[config.mk]
export PLATFORM = sky130hd
export DESIGN_NAME = link_sync_fifo
export DESIGN_NICKNAME = d
export VERILOG_FILES = /design/src/rtl/link_sync_fifo.sv
export SDC_FILE = /design/constraint.sdc
export NUM_CORES = 1
export LEC_CHECK = 0
export CAP_MARGIN = 5
export CORE_ASPECT_RATIO = 0.75
export CORE_MARGIN = 8
export CORE_UTILIZATION = 30
export CTS_CLUSTER_SIZE = 16
export DETAILED_ROUTE_END_ITERATION = 6
export HOLD_SLACK_MARGIN = 0.12
export PLACE_DENSITY = 0.6
export SETUP_SLACK_MARGIN = 0.15
export SYNTH_ARGS = -nofsm -noshare
export SYNTH_HDL_FRONTEND = slang
export SYNTH_SLANG_ARGS = --single-unit
[constraint.sdc]
create_clock -name clk -period 5.59 [get_ports clk]
set_input_delay 1.677 -clock clk [delete_from_list [all_inputs] [get_ports clk]]
set_output_delay 1.677 -clock clk [all_outputs]
set_load 0.02 [all_outputs]
[src/rtl/link_sync_fifo.sv]
// Single-clock show-ahead FIFO with exact fill level, programmable thresholds,
// synchronous flush, sticky overflow/underflow flags and a high-watermark.
module link_sync_fifo #(
  parameter int DATA_WIDTH = 10,
  parameter int ADDR_WIDTH = 2,
  parameter int AF_LEVEL   = 3,
  parameter int AE_LEVEL   = 1
) (
  input  logic                  clk,
  input  logic                  rst_n,
  input  logic                  wr_en,
  input  logic [DATA_WIDTH-1:0] data_in,
  input  logic                  rd_en,
  input  logic                  flush,
  input  logic                  stat_clr,
  output logic [DATA_WIDTH-1:0] data_out,
  output logic                  full,
  output logic                  empty,
  output logic                  almost_full,
  output logic                  almost_empty,
  output logic [ADDR_WIDTH:0]   level,
  output logic [ADDR_WIDTH:0]   level_max,
  output logic                  overflow,
  output logic                  underflow
);

  localparam int unsigned DEPTH = 1 << ADDR_WIDTH;
  localparam logic [ADDR_WIDTH:0]   LVL_FULL = (ADDR_WIDTH+1)'(DEPTH);
  localparam logic [ADDR_WIDTH:0]   LVL_AF   = (ADDR_WIDTH+1)'(AF_LEVEL);
  localparam logic [ADDR_WIDTH:0]   LVL_AE   = (ADDR_WIDTH+1)'(AE_LEVEL);
  localparam logic [ADDR_WIDTH:0]   LVL_ONE  = (ADDR_WIDTH+1)'(1);
  localparam logic [ADDR_WIDTH-1:0] PTR_ONE  = ADDR_WIDTH'(1);

  logic [DATA_WIDTH-1:0] mem_q [DEPTH];
  logic [ADDR_WIDTH-1:0] wr_ptr_q, wr_ptr_d;
  logic [ADDR_WIDTH-1:0] rd_ptr_q, rd_ptr_d;
  logic [ADDR_WIDTH:0]   level_q, level_d;
  logic [ADDR_WIDTH:0]   level_max_q, level_max_d;
  logic                  overflow_q, overflow_d;
  logic                  underflow_q, underflow_d;
  logic                  full_w, empty_w;
  logic                  wr_acc, rd_acc;

  assign full_w  = (level_q == LVL_FULL);
  assign empty_w = (level_q == '0);

  // Flush masks both accepts so nothing is written and pointers reset cleanly.
  assign wr_acc = wr_en & ~full_w  & ~flush;
  assign rd_acc = rd_en & ~empty_w & ~flush;

  always_comb begin
    wr_ptr_d = wr_ptr_q;
    rd_ptr_d = rd_ptr_q;
    level_d  = level_q;
    if (flush) begin
      wr_ptr_d = '0;
      rd_ptr_d = '0;
      level_d  = '0;
    end else begin
      if (wr_acc) wr_ptr_d = wr_ptr_q + PTR_ONE;
      if (rd_acc) rd_ptr_d = rd_ptr_q + PTR_ONE;
      if (wr_acc && !rd_acc)      level_d = level_q + LVL_ONE;
      else if (rd_acc && !wr_acc) level_d = level_q - LVL_ONE;
    end
  end

  // A set event in the same cycle as stat_clr wins; the watermark restarts
  // from the post-update level.
  always_comb begin
    overflow_d  = (overflow_q  & ~stat_clr) | (wr_en & full_w  & ~flush);
    underflow_d = (underflow_q & ~stat_clr) | (rd_en & empty_w & ~flush);
    if (stat_clr || (level_d > level_max_q)) level_max_d = level_d;
    else                                     level_max_d = level_max_q;
  end

  always_ff @(posedge clk or negedge rst_n) begin
    if (!rst_n) begin
      wr_ptr_q    <= '0;
      rd_ptr_q    <= '0;
      level_q     <= '0;
      level_max_q <= '0;
      overflow_q  <= 1'b0;
      underflow_q <= 1'b0;
    end else begin
      wr_ptr_q    <= wr_ptr_d;
      rd_ptr_q    <= rd_ptr_d;
      level_q     <= level_d;
      level_max_q <= level_max_d;
      overflow_q  <= overflow_d;
      underflow_q <= underflow_d;
    end
  end

  always_ff @(posedge clk) begin
    if (wr_acc) mem_q[wr_ptr_q] <= data_in;
  end

  assign data_out     = mem_q[rd_ptr_q];
  assign full         = full_w;
  assign empty        = empty_w;
  assign almost_full  = (level_q >= LVL_AF);
  assign almost_empty = (level_q <= LVL_AE);
  assign level        = level_q;
  assign level_max    = level_max_q;
  assign overflow     = overflow_q;
  assign underflow    = underflow_q;

endmodule

==> metrics.md, run 1 <==
| Metric | Value |
|---|---|
| Outcome | finished, final reports clean |
| Clock slew at reported path FFs | 0.10 ns |
| Worst setup EP type | register |
| Number of setup buffers added after CTS | 0 |
| Synth cell types | 44 |
| GRT Total Usage | 0.0846 |
| IO Port Bufs | 37 |
| Gate power share | 0.399 |
| Final period utilization | 0.757 |
| Static leakage | 1.05 nW |
| Crit path launch type | primary input |
| Mapped Area | 0.00238 sq mm |
| Final net count | 218 |
| Die Y | 93.2 um |
| Post-CTS Resized | 0 |
| DP Area | 0.00284 sq mm |
| CP required | 5.80 ns |
| Dominant cells by area after synthesis | edfxtp_1, dfrtp_1, mux4_2, ha_1, inv_1 |
| Post-CTS Hold Buffers | 0 |
| Antenna violations before repair | 0 |
| Post-synthesis average cell area | 15.6 sq um |
| Kind of critical path | primary input to register |
| Max_slew headroom | 0.508 |
| Sw frac | 0.350 |
| Drt first-iter violations | 146 |
| DP HPWL | 3210 um |
| Max-slew violations | 0 |
| DR WL/cell | 15.1 um |
| Sink Count | 52 |
| Final GP Congestion | 0.802 |
| Total Power | 0.00125 W |
| CP Data Arrival Time | 4.44 ns |
| TritonCTS buffer count | 5 |
| Fmax | 236 MHz |
| ANT cells | 0 |
| Hold slack | 0.547 ns |
| Cells after Synth | 153 |
| Worst-path cell chain | clkdlybuf4s50_1 > nand2b_1 > a22o_1 > a2111oi_2 > ha_1 > a31oi_1 > a2bb2oi_1 > mux2_2 |
| Die Area | 0.0111 sq mm |
| Final WS setup | 1.36 ns |
| Hold Vio Cnt, Final | 0 |
| Pwr Density | 424 mW/mm^2 |
| Clock skew | 0.00806 ns |
| Filler Cells Inserted | 739 |
| Sequential share of the synthesized area | 0.631 |
| RSZ-0062 raised after global routing | no |
| Critical-path top delay cell | clkdlybuf4s50_1 |
| Post-synth net total | 181 |
| Worst slew pin tran | 0.738 ns |
| Crit Path Max Fanout | 13 |
| Worst min-delay path class | register to register |
| Vias in the first global route | 1364 |
| CTS tree | done |
| Synth Flop Type | edfxtp_1 |
| Cell chosen for the clock root | clkbuf_8 |
| Clock Latency Late Sink | 0.31 ns |
| Setup WS pre-CTS | 1.02 ns |
| Drt first pass iters | 4 |
| Initial Util | 0.305 |
| Ys async rst share | 0.231 |
| Worst ir drop on vdd | 0.184 mV |
| I/O pin total | 38 |
| Clk buf depth | 2 |
| Std-Cell Rows | 28 |
| Final instance area | 0.00294 sq mm |
| First-pass GRT wire length | 7300 um |
| Area leader, netlist | edfxtp_1 |
| CORE AREA | 0.00781 sq mm |
| Largest net degree at the start of global routing | 20 |
| CP peak stage delay | 0.65 ns |
| Post-route DRC | 0 |
| Tmin final | 4.23 ns |
| Share of layout cells above drive strength 1 | 0.136 |
| EDFF count, synth | 40 |
| Synth top area share | 0.504 |
| Area Overhead vs Synth | 23.3% |
| Pint | 0.000810 W |
| Max Cap Viol | 0 |
| Via Count | 1353 |
| Final setup TNS | 0 ns |
| DRT Wirelength | 4480 um |
| Final setup viols | 0 |
| H-tree depth | 2 |
| #FFs+latches synth | 52 |
| Net switching power | 0.000435 W |
| Gr ovfl total | 0 |
| Clock power frac | 0.184 |
| Die X | 119 um |
| Final ANT Viol Nets | 0 |
| Yosys Warn Count | 0 |
| Sequential share of power | 0.417 |
| Routed vias/inst | 4.57 |
==> cells by family after synthesis <==
kind of cell	after synthesis	synth area share
AOI/OAI and AO/OA	20	0.0688
muxes	14	0.113
and+or+nand+nor	30	0.0704
buffers and inverters	22	0.0431
DFF	52	0.631
xor gates and xnor gates	3	0.0110
adders and majority gates	12	0.0631
==> critical path, delay by kind of cell <==
| family | cells | cell delay [ns] |
|---|---|---|
| compound gates | 4 | 1.16 |
| fa+ha+maj | 1 | 0.32 |
| buf+inv | 1 | 0.65 |
| mux | 1 | 0.38 |
| simple gates | 1 | 0.26 |
==> flip-flops by register name, summed over array words and instances (netlist names) <==
name and count:
wr_ptr_q 2, rd_ptr_q 2, mem_q 40, overflow 1
underflow 1, level_max 3, level 3
==> area by class of cell <==
type | count | area, sq um | share of cell area
Clock inverter | 3 | 28.8 | 0.00980
Clock buffer | 5 | 68.8 | 0.0234
Multi-Input combinational cell | 79 | 777 | 0.265
Inverter | 15 | 58.8 | 0.0200
Timing Repair Buffer | 37 | 370 | 0.126
Tap cell | 105 | 131 | 0.0447
Sequential cell | 52 | 1500 | 0.511
==> cell usage in the layout, fill, tap and decap left out, types with 2 or more instances in the layout <==
master and instances:
a21oi_1 2, a31oi_1 2, and2_1 4, clkbuf_8 5, clkdlybuf4s50_1 37, dfrtp_1 12, edfxtp_1 40, ha_1 12
inv_1 13, inv_6 2, mux2_2 3, mux4_2 10, nand2_1 4, nand2b_1 3, nand3_1 2, nor2_1 8
nor2b_1 2, o221ai_1 2, o32ai_1 2, xor2_1 2
==> cell usage after synthesis (2+ instances only) <==
library cell	number
o32ai_1	2
and2_1	4
o221ai_1	2
edfxtp_1	40
nand3_1	2
inv_1	13
ha_1	12
buf_2	2
nand2_1	4
clkbuf_1	2
dfrtp_1	12
nor2b_1	2
a31oi_1	2
nand2b_1	3
xor2_1	2
mux4_2	10
nor2_1	8
buf_4	2
a21oi_1	2
mux2_2	3
==> power by group through the flow <==
stage / combinational [W] / clock (W) / sequential (W)
6_report: 0.000497 / 0.000229 / 0.000520
5_1_grt: 0.000539 / 0.000250 / 0.000533
4_1_cts: 0.000505 / 0.000239 / 0.000522
3_5_place_dp: 0.000502 / 0 / 0.000531
3_3_place_gp: 0.000505 / 0 / 0.000531
2_1_floorplan: 0.000322 / 0 / 0.000519
==> metal layers <==
metal / routed length, um / vias up / GRT usage
met5: 0 / - / 0
met4: 71 / 0 / 0.0378
met3: 169 / 8 / 0.0259
met2: 2170 / 21 / 0.133
met1: 2070 / 672 / 0.106
li1: - / 652 / -
==> path summary, 6_finish.rpt <==
path	startpoint	to	slack, ns	cells after the start
max	wr_en	level_max[1]	1.36	8
min	level_max[2]	level_max[2]	0.55	1
max reg2reg	level[1]	level_max[1]	2.42	9
min reg2reg	level_max[2]	level_max[2]	0.55	1
max in group asynchronous	rst_n	rd_ptr_q[0]	3.48	1
min in group asynchronous	rst_n	overflow	1.73	1
==> metrics by stage <==
| stage | instances | util |
|---|---|---|
| floorplan | 153 | - |
| global placement | 288 | 0.363 |
| detailed placement | 288 | 0.363 |
| CTS | 296 | 0.376 |
| global route | 296 | 0.376 |
| finish | 296 | 0.376 |
No activity file was read; power rests on OpenSTA's default activity.
==> run 2: changes to the inputs <==
--- a/config.mk
+++ b/config.mk
@@ -12,7 +12,7 @@
 export CTS_CLUSTER_SIZE = 16
 export DETAILED_ROUTE_END_ITERATION = 6
 export HOLD_SLACK_MARGIN = 0.12
-export PLACE_DENSITY = 0.6
+export PLACE_DENSITY = 0.62
 export SETUP_SLACK_MARGIN = 0.15
 export SYNTH_ARGS = -nofsm -noshare
 export SYNTH_HDL_FRONTEND = slang
==> constraint.sdc (replaced) <==
create_clock -name clk -period 3.42 [get_ports clk]
set_input_delay 1.026 -clock clk [delete_from_list [all_inputs] [get_ports clk]]
set_output_delay 1.026 -clock clk [all_outputs]
set_load 0.02 [all_outputs]
==> run 2 against run 1 <==
Clock skew rose by 0.0017 ns; setup slack got worse by 1.0 ns; critical path type unchanged; largest power group is now combinational logic; non-clock buffer count grew 19; clock power increased by 57%; critical path depth unchanged; global-route usage increased by 0.68 points; core utilization increased by 2.1 points; critical endpoint unchanged.
==> metrics.md, run 2 (synthesized netlist as in run 1, its figures left out) <==
| Metric | Value |
|---|---|
| Outcome | finished, final reports clean (unchanged) |
| Clk buf depth | 2 (unchanged) |
| Dpl cells | 307 (was 288) |
| Final Instance Count excl. Fillers | 315 (was 296) |
| Post-route DRC | 0 (unchanged) |
| Std-Cell Rows | 28 (unchanged) |
| CP bufs+invs | 1 (unchanged) |
| CP delay by family, top | compound AO/OA/AOI/OAI gates (unchanged) |
| Die Y | 93.2 um (unchanged) |
| Clock Latency Late Sink | 0.31 ns (about the same) |
| First-pass GRT wire length | 7960 um (was 7300 um) |
| CORE AREA | 0.00781 sq mm (unchanged) |
| Final setup viols | 0 (unchanged) |
| H-tree depth | 2 (unchanged) |
| Final GP Congestion | 0.796 (was 0.802) |
| Multi-input logic area | 805 sq um (was 777 sq um) |
| R2r worst-path depth | 9 (unchanged) |
| CP required | 3.62 ns (was 5.80 ns) |
| Commonest non-fill, non-tap cell in the layout | edfxtp_1 (unchanged) |
| Vias in the first global route | 1515 (was 1364) |
| Pwr Density | 686 mW/mm^2 (was 424 mW/mm^2) |
| Final setup TNS | 0 ns (unchanged) |
| Initial Util | 0.305 (unchanged) |
| Drt first-iter violations | 135 (was 146) |
| Cell chosen for the clock root | clkbuf_8 (unchanged) |
| Max_slew headroom | 0.607 (was 0.508) |
| Drt first pass iters | 4 (unchanged) |
| Worst slew pin tran | 0.587 ns (was 0.738 ns) |
| CTS tree | done (unchanged) |
| WHS Path Cells | 1 (unchanged) |
| Final period utilization | 0.895 |
| Via Count | 1429 (was 1353) |
| CP peak stage delay | 0.49 ns (was 0.65 ns) |
| Hold Vio Cnt, Final | 0 (unchanged) |
| Worst min-delay path class | register to register (unchanged) |
| Area Overhead vs Synth | 30.2% (was 23.3%) |
| Static leakage | 1.15 nW (was 1.05 nW) |
| Final instance area | 0.00310 sq mm (was 0.00294 sq mm) |
| DP Area | 0.00298 sq mm (was 0.00284 sq mm) |
| DR WL/cell | 15.2 um (was 15.1 um) |
| Largest net degree at the start of global routing | 19 (was 20) |
| Post-CTS Hold Buffers | 0 (unchanged) |
| Crit path launch type | primary input (unchanged) |
| Worst ir drop on vdd | 0.315 mV (was 0.184 mV) |
| CP Data Arrival Time | 3.26 ns (was 4.44 ns) |
| Most frequent cells in the layout | edfxtp_1, clkdlybuf4s50_1, buf_4 (was edfxtp_1, clkdlybuf4s50_1, inv_1) |
| DRT Wirelength | 4780 um (was 4480 um) |
| Register with the most flip-flops | mem_q (unchanged) |
| Die X | 119 um (unchanged) |
| TritonCTS buffer count | 5 (unchanged) |
| Levels on crit path | 8 (unchanged) |
| Max Cap Viol | 0 (unchanged) |
| Final ANT Viol Nets | 0 (unchanged) |
| Sink Count | 52 (unchanged) |
| Fmax | 327 MHz |
| Critical-path top delay cell | clkdlybuf4s50_1 (unchanged) |
| DP HPWL | 3390 um (was 3210 um) |
| Register area | 0.00150 sq mm (unchanged) |
| Share of layout cells above drive strength 1 | 0.233 (was 0.136) |
| Tmin final | 3.06 ns |
| Kind of critical path | primary input to register (unchanged) |
| GRT Total Usage | 0.0914 (was 0.0846) |
| RSZ-0062 raised after global routing | no (unchanged) |
| Clock slew at reported path FFs | 0.10 ns (about the same) |
| Max reg flops | 40 (unchanged) |
| Filler Cells Inserted | 727 (was 739) |
| Gr ovfl total | 0 (unchanged) |
| IO Port Bufs | 37 (unchanged) |
| Routed vias/inst | 4.54 (was 4.57) |
| Worst setup EP type | register (unchanged) |
| Final net count | 237 (was 218) |
| ANT cells | 0 (unchanged) |
| I/O pin total | 38 (unchanged) |
| Clock skew | 0.00975 ns (was 0.00806 ns) |
| Die Area | 0.0111 sq mm (unchanged) |
| Worst-path cell chain | clkdlybuf4s50_1 > and4b_1 > o21a_1 > a2111oi_4 > ha_1 > a31oi_2 > a2bb2oi_2 > mux2_2 (was clkdlybuf4s50_1 > nand2b_1 > a22o_1 > a2111oi_2 > ha_1 > a31oi_1 > a2bb2oi_1 > mux2_2) |
| Crit Path Max Fanout | 3 (was 13) |
| Hold slack | 0.545 ns (was 0.547 ns) |
| Antenna violations before repair | 0 (unchanged) |
| Max-slew violations | 0 (unchanged) |
[run 2: repair_timing]
action | 4_1_cts | 5_1_grt
resized for setup | 2 | 6
setup buffers | 0 | 0
gates cloned | 0 | 0
setup endpoints to repair | 3 | 4
hold endpoints to repair | 0 | 0
[run 2: metrics by stage]
step                setup slack, ns  power, W  utilization
floorplan                     0.371   0.00137            -
global placement             -0.283   0.00174        0.382
detailed placement           -0.339   0.00175        0.382
CTS                           0.183   0.00213        0.394
global route                  0.227   0.00228        0.397
finish                        0.359   0.00213        0.397
[run 2: power by group]
part,switching [W],internal [W]
Combinational,0.000473,0.000489
Clock,0.000211,0.000149
Sequential,0.0000500,0.000753
Total,0.000734,0.00139
[run 2: path summary, 6_finish.rpt]
check / startpoint / endpoint / slack, ns
max: flush / level_max[1] / 0.36
min: level_max[1] / level_max[1] / 0.55
max reg2reg: level[0] / level_max[1] / 0.61
min reg2reg: level_max[1] / level_max[1] / 0.55
max in group asynchronous: rst_n / rd_ptr_q[0] / 1.95
min in group asynchronous: rst_n / wr_ptr_q[0] / 1.09
[run 2: layout make-up]
class / count / share of cell area
Multi-Input combinational cell: 79 / 0.259
Timing Repair Buffer: 56 / 0.165
Inverter: 15 / 0.0190
Clock buffer: 5 / 0.0222
Sequential cell: 52 / 0.484
Clock inverter: 3 / 0.00807
Tap cell: 105 / 0.0424
[run 2: per-layer routing]
metal	global-route usage	routed length, um
met3	0.0295	292
met4	0.0357	80
met1	0.120	2210
met2	0.137	2200
met5	0	0
==> run 3: changes to the inputs <==
--- a/config.mk
+++ b/config.mk
@@ -8,11 +8,11 @@
 export CAP_MARGIN = 5
 export CORE_ASPECT_RATIO = 0.75
 export CORE_MARGIN = 8
-export CORE_UTILIZATION = 30
+export CORE_UTILIZATION = 44
 export CTS_CLUSTER_SIZE = 16
 export DETAILED_ROUTE_END_ITERATION = 6
 export HOLD_SLACK_MARGIN = 0.12
-export PLACE_DENSITY = 0.62
+export PLACE_DENSITY = 0.8
 export SETUP_SLACK_MARGIN = 0.15
 export SYNTH_ARGS = -nofsm -noshare
 export SYNTH_HDL_FRONTEND = slang
==> run 3 against run 2 <==
Via count down 0.77%; die area down 27%; power up 2.1%; largest power group unchanged.
==> metrics.md, run 3 (synthesized netlist as in run 1, its figures left out) <==
| Metric | Value |
|---|---|
| Final GP Congestion | 0.869 (was 0.796) |
| Share of layout cells above drive strength 1 | 0.237 (was 0.233) |
| GRT Total Usage | 0.119 (was 0.0914) |
| Clk buf depth | 2 (unchanged) |
| Most frequent cells in the layout | edfxtp_1, clkdlybuf4s50_1, buf_4 (unchanged) |
| I/O pin total | 38 (unchanged) |
| Post-route DRC | 0 (unchanged) |
| Worst setup EP type | output pin (was register) |
| Sink Count | 52 (unchanged) |
| Die Area | 0.00805 sq mm (was 0.0111 sq mm) |
| Crit path launch type | register (was primary input) |
| Die X | 101 um (was 119 um) |
| DP HPWL | 3220 um (was 3390 um) |
| CP required | 2.39 ns (was 3.62 ns) |
| DR WL/cell | 15.5 um (was 15.2 um) |
| Antenna violations before repair | 0 (unchanged) |
| Total Power | 0.00217 W (was 0.00213 W) |
| Tmin final | 3.13 ns (was 3.06 ns) |
| Clock slew at reported path FFs | 0.09 ns (was 0.10 ns) |
| Final net count | 238 (was 237) |
| Final setup viols | 0 (unchanged) |
| Register area | 0.00150 sq mm (unchanged) |
| Register with the most flip-flops | mem_q (unchanged) |
| CTS tree | done (unchanged) |
| Routed vias/inst | 4.96 (was 4.54) |
| Reg2Reg Launch Point | level[1] (was level[0]) |
| Static leakage | 1.18 nW (was 1.15 nW) |
| Crit Path Max Fanout | 10 (was 3) |
| CP Data Arrival Time | 2.10 ns (was 3.26 ns) |
| First-pass GRT wire length | 7330 um (was 7960 um) |
| Final period utilization | 0.914 (was 0.895) |
| Worst min-delay path class | register to register (unchanged) |
| Dpl cells | 276 (was 307) |
| Std-Cell Rows | 23 (was 28) |
| Pwr Density | 700 mW/mm^2 (was 686 mW/mm^2) |
| Hold Vio Cnt, Final | 0 (unchanged) |
| Worst-path cell chain | inv_1 > ha_1 > nand2b_1 > inv_1 > clkdlybuf4s50_1 (was clkdlybuf4s50_1 > and4b_1 > o21a_1 > a2111oi_4 > ha_1 > a31oi_2 > a2bb2oi_2 > mux2_2) |
| Vias in the first global route | 1433 (was 1515) |
| Via Count | 1418 (was 1429) |
| Most numerous cell on the critical path | inv_1 |
| Multi-input logic area | 810 sq um (was 805 sq um) |
| Min-delay src | overflow (was level_max[1]) |
| Clock skew | 0.00711 ns (was 0.00975 ns) |
| Largest net degree at the start of global routing | 17 (was 19) |
| Fmax | 320 MHz (was 327 MHz) |
| Gr ovfl total | 0 (unchanged) |
| IO Port Bufs | 37 (unchanged) |
| DRT Wirelength | 4430 um (was 4780 um) |
| Max_slew headroom | 0.624 (was 0.607) |
| Commonest non-fill, non-tap cell in the layout | edfxtp_1 (unchanged) |
| RSZ-0062 raised after global routing | no (unchanged) |
| CORE AREA | 0.00530 sq mm (was 0.00781 sq mm) |
| Kind of critical path | register to output pin (was primary input to register) |
| Hold slack | 0.532 ns (was 0.545 ns) |
| Worst slew pin tran | 0.562 ns (was 0.587 ns) |
| CP peak stage delay | 0.60 ns (was 0.49 ns) |
| Area Overhead vs Synth | 30.4% (was 30.2%) |
| Crit path launch | level[1] (was flush) |
| Drt first-iter violations | 64 (was 135) |
| Initial Util | 0.450 (was 0.305) |
| Max-slew violations | 0 (unchanged) |
| Worst ir drop on vdd | 0.510 mV (was 0.315 mV) |
| Outcome | finished, final reports clean (unchanged) |
| Final ANT Viol Nets | 0 (unchanged) |
| Max Cap Viol | 0 (unchanged) |
| Max reg flops | 40 (unchanged) |
| Cell chosen for the clock root | clkbuf_8 (unchanged) |
| H-tree depth | 2 (unchanged) |
| Drt first pass iters | 5 (was 4) |
| Final Instance Count excl. Fillers | 286 (was 315) |
| ANT cells | 0 (unchanged) |
| Clock Latency Late Sink | 0.30 ns (was 0.31 ns) |
| Die Y | 79.7 um (was 93.2 um) |
| Filler Cells Inserted | 428 (was 727) |
| Critical-path top delay cell | clkdlybuf4s50_1 (unchanged) |
| TritonCTS buffer count | 5 (unchanged) |
[run 3: where the power goes]
group | switching, W | internal [W] | total [W]
Combinational | 0.000467 | 0.000494 | 0.000961
Clock | 0.000186 | 0.000216 | 0.000402
Sequential | 0.0000550 | 0.000754 | 0.000809
[run 3: final cells by class]
cell class,instances,share of cell area
well taps,75,0.0302
clock buffers,5,0.0222
inverters,15,0.0189
flip-flops and latches,52,0.484
multi-input cells,79,0.261
repair buffers,57,0.170
clock inverters,3,0.0137
[run 3: per-stage QoR]
step	utilization	setup TNS, ns	cell area (sq um)	setup WS, ns
after floorplan	-	0	2380	0.371
after global placement	0.555	-0.646	2940	-0.216
after detailed placement	0.555	-0.844	2940	-0.286
after CTS	0.580	0	3070	0.187
after global routing	0.586	0	3100	0.149
final	0.586	0	3100	0.294
[run 3: metal layers]
layer,vias up,part of all wire,track usage
met2,26,0.47,0.188
met4,0,0.0086,0.0356
met3,5,0.051,0.0375
met1,701,0.47,0.154
met5,-,0,0
li1,686,-,-
[run 3: what timing repair did]
item | CTS | global route
endpoints found under the setup margin | 3 | 3
setup buffers | 0 | 2
resized for setup | 3 | 5
hold buffers | 0 | 0
pin swaps | 0 | 3
[run 3: path summary, 6_finish.rpt]
kind | slack [ns] | endpoint | cells after the start
worst max-delay path | 0.29 | empty | 5
worst min-delay path | 0.53 | overflow | 2
worst max register to register | 0.61 | level_max[1] | 9
worst min register to register | 0.53 | overflow | 2
max in group asynchronous | 1.96 | level[1] | 1
min in group asynchronous | 1.09 | level_max[2] | 1
[run 3: critical path: cells and delay by family, from the launching register on]
family                     cells  cell delay [ns]
adders and majority gates      1             0.39
buffers and inverters          3             0.84
DFF                            1             0.38
and+or+nand+nor                1             0.20
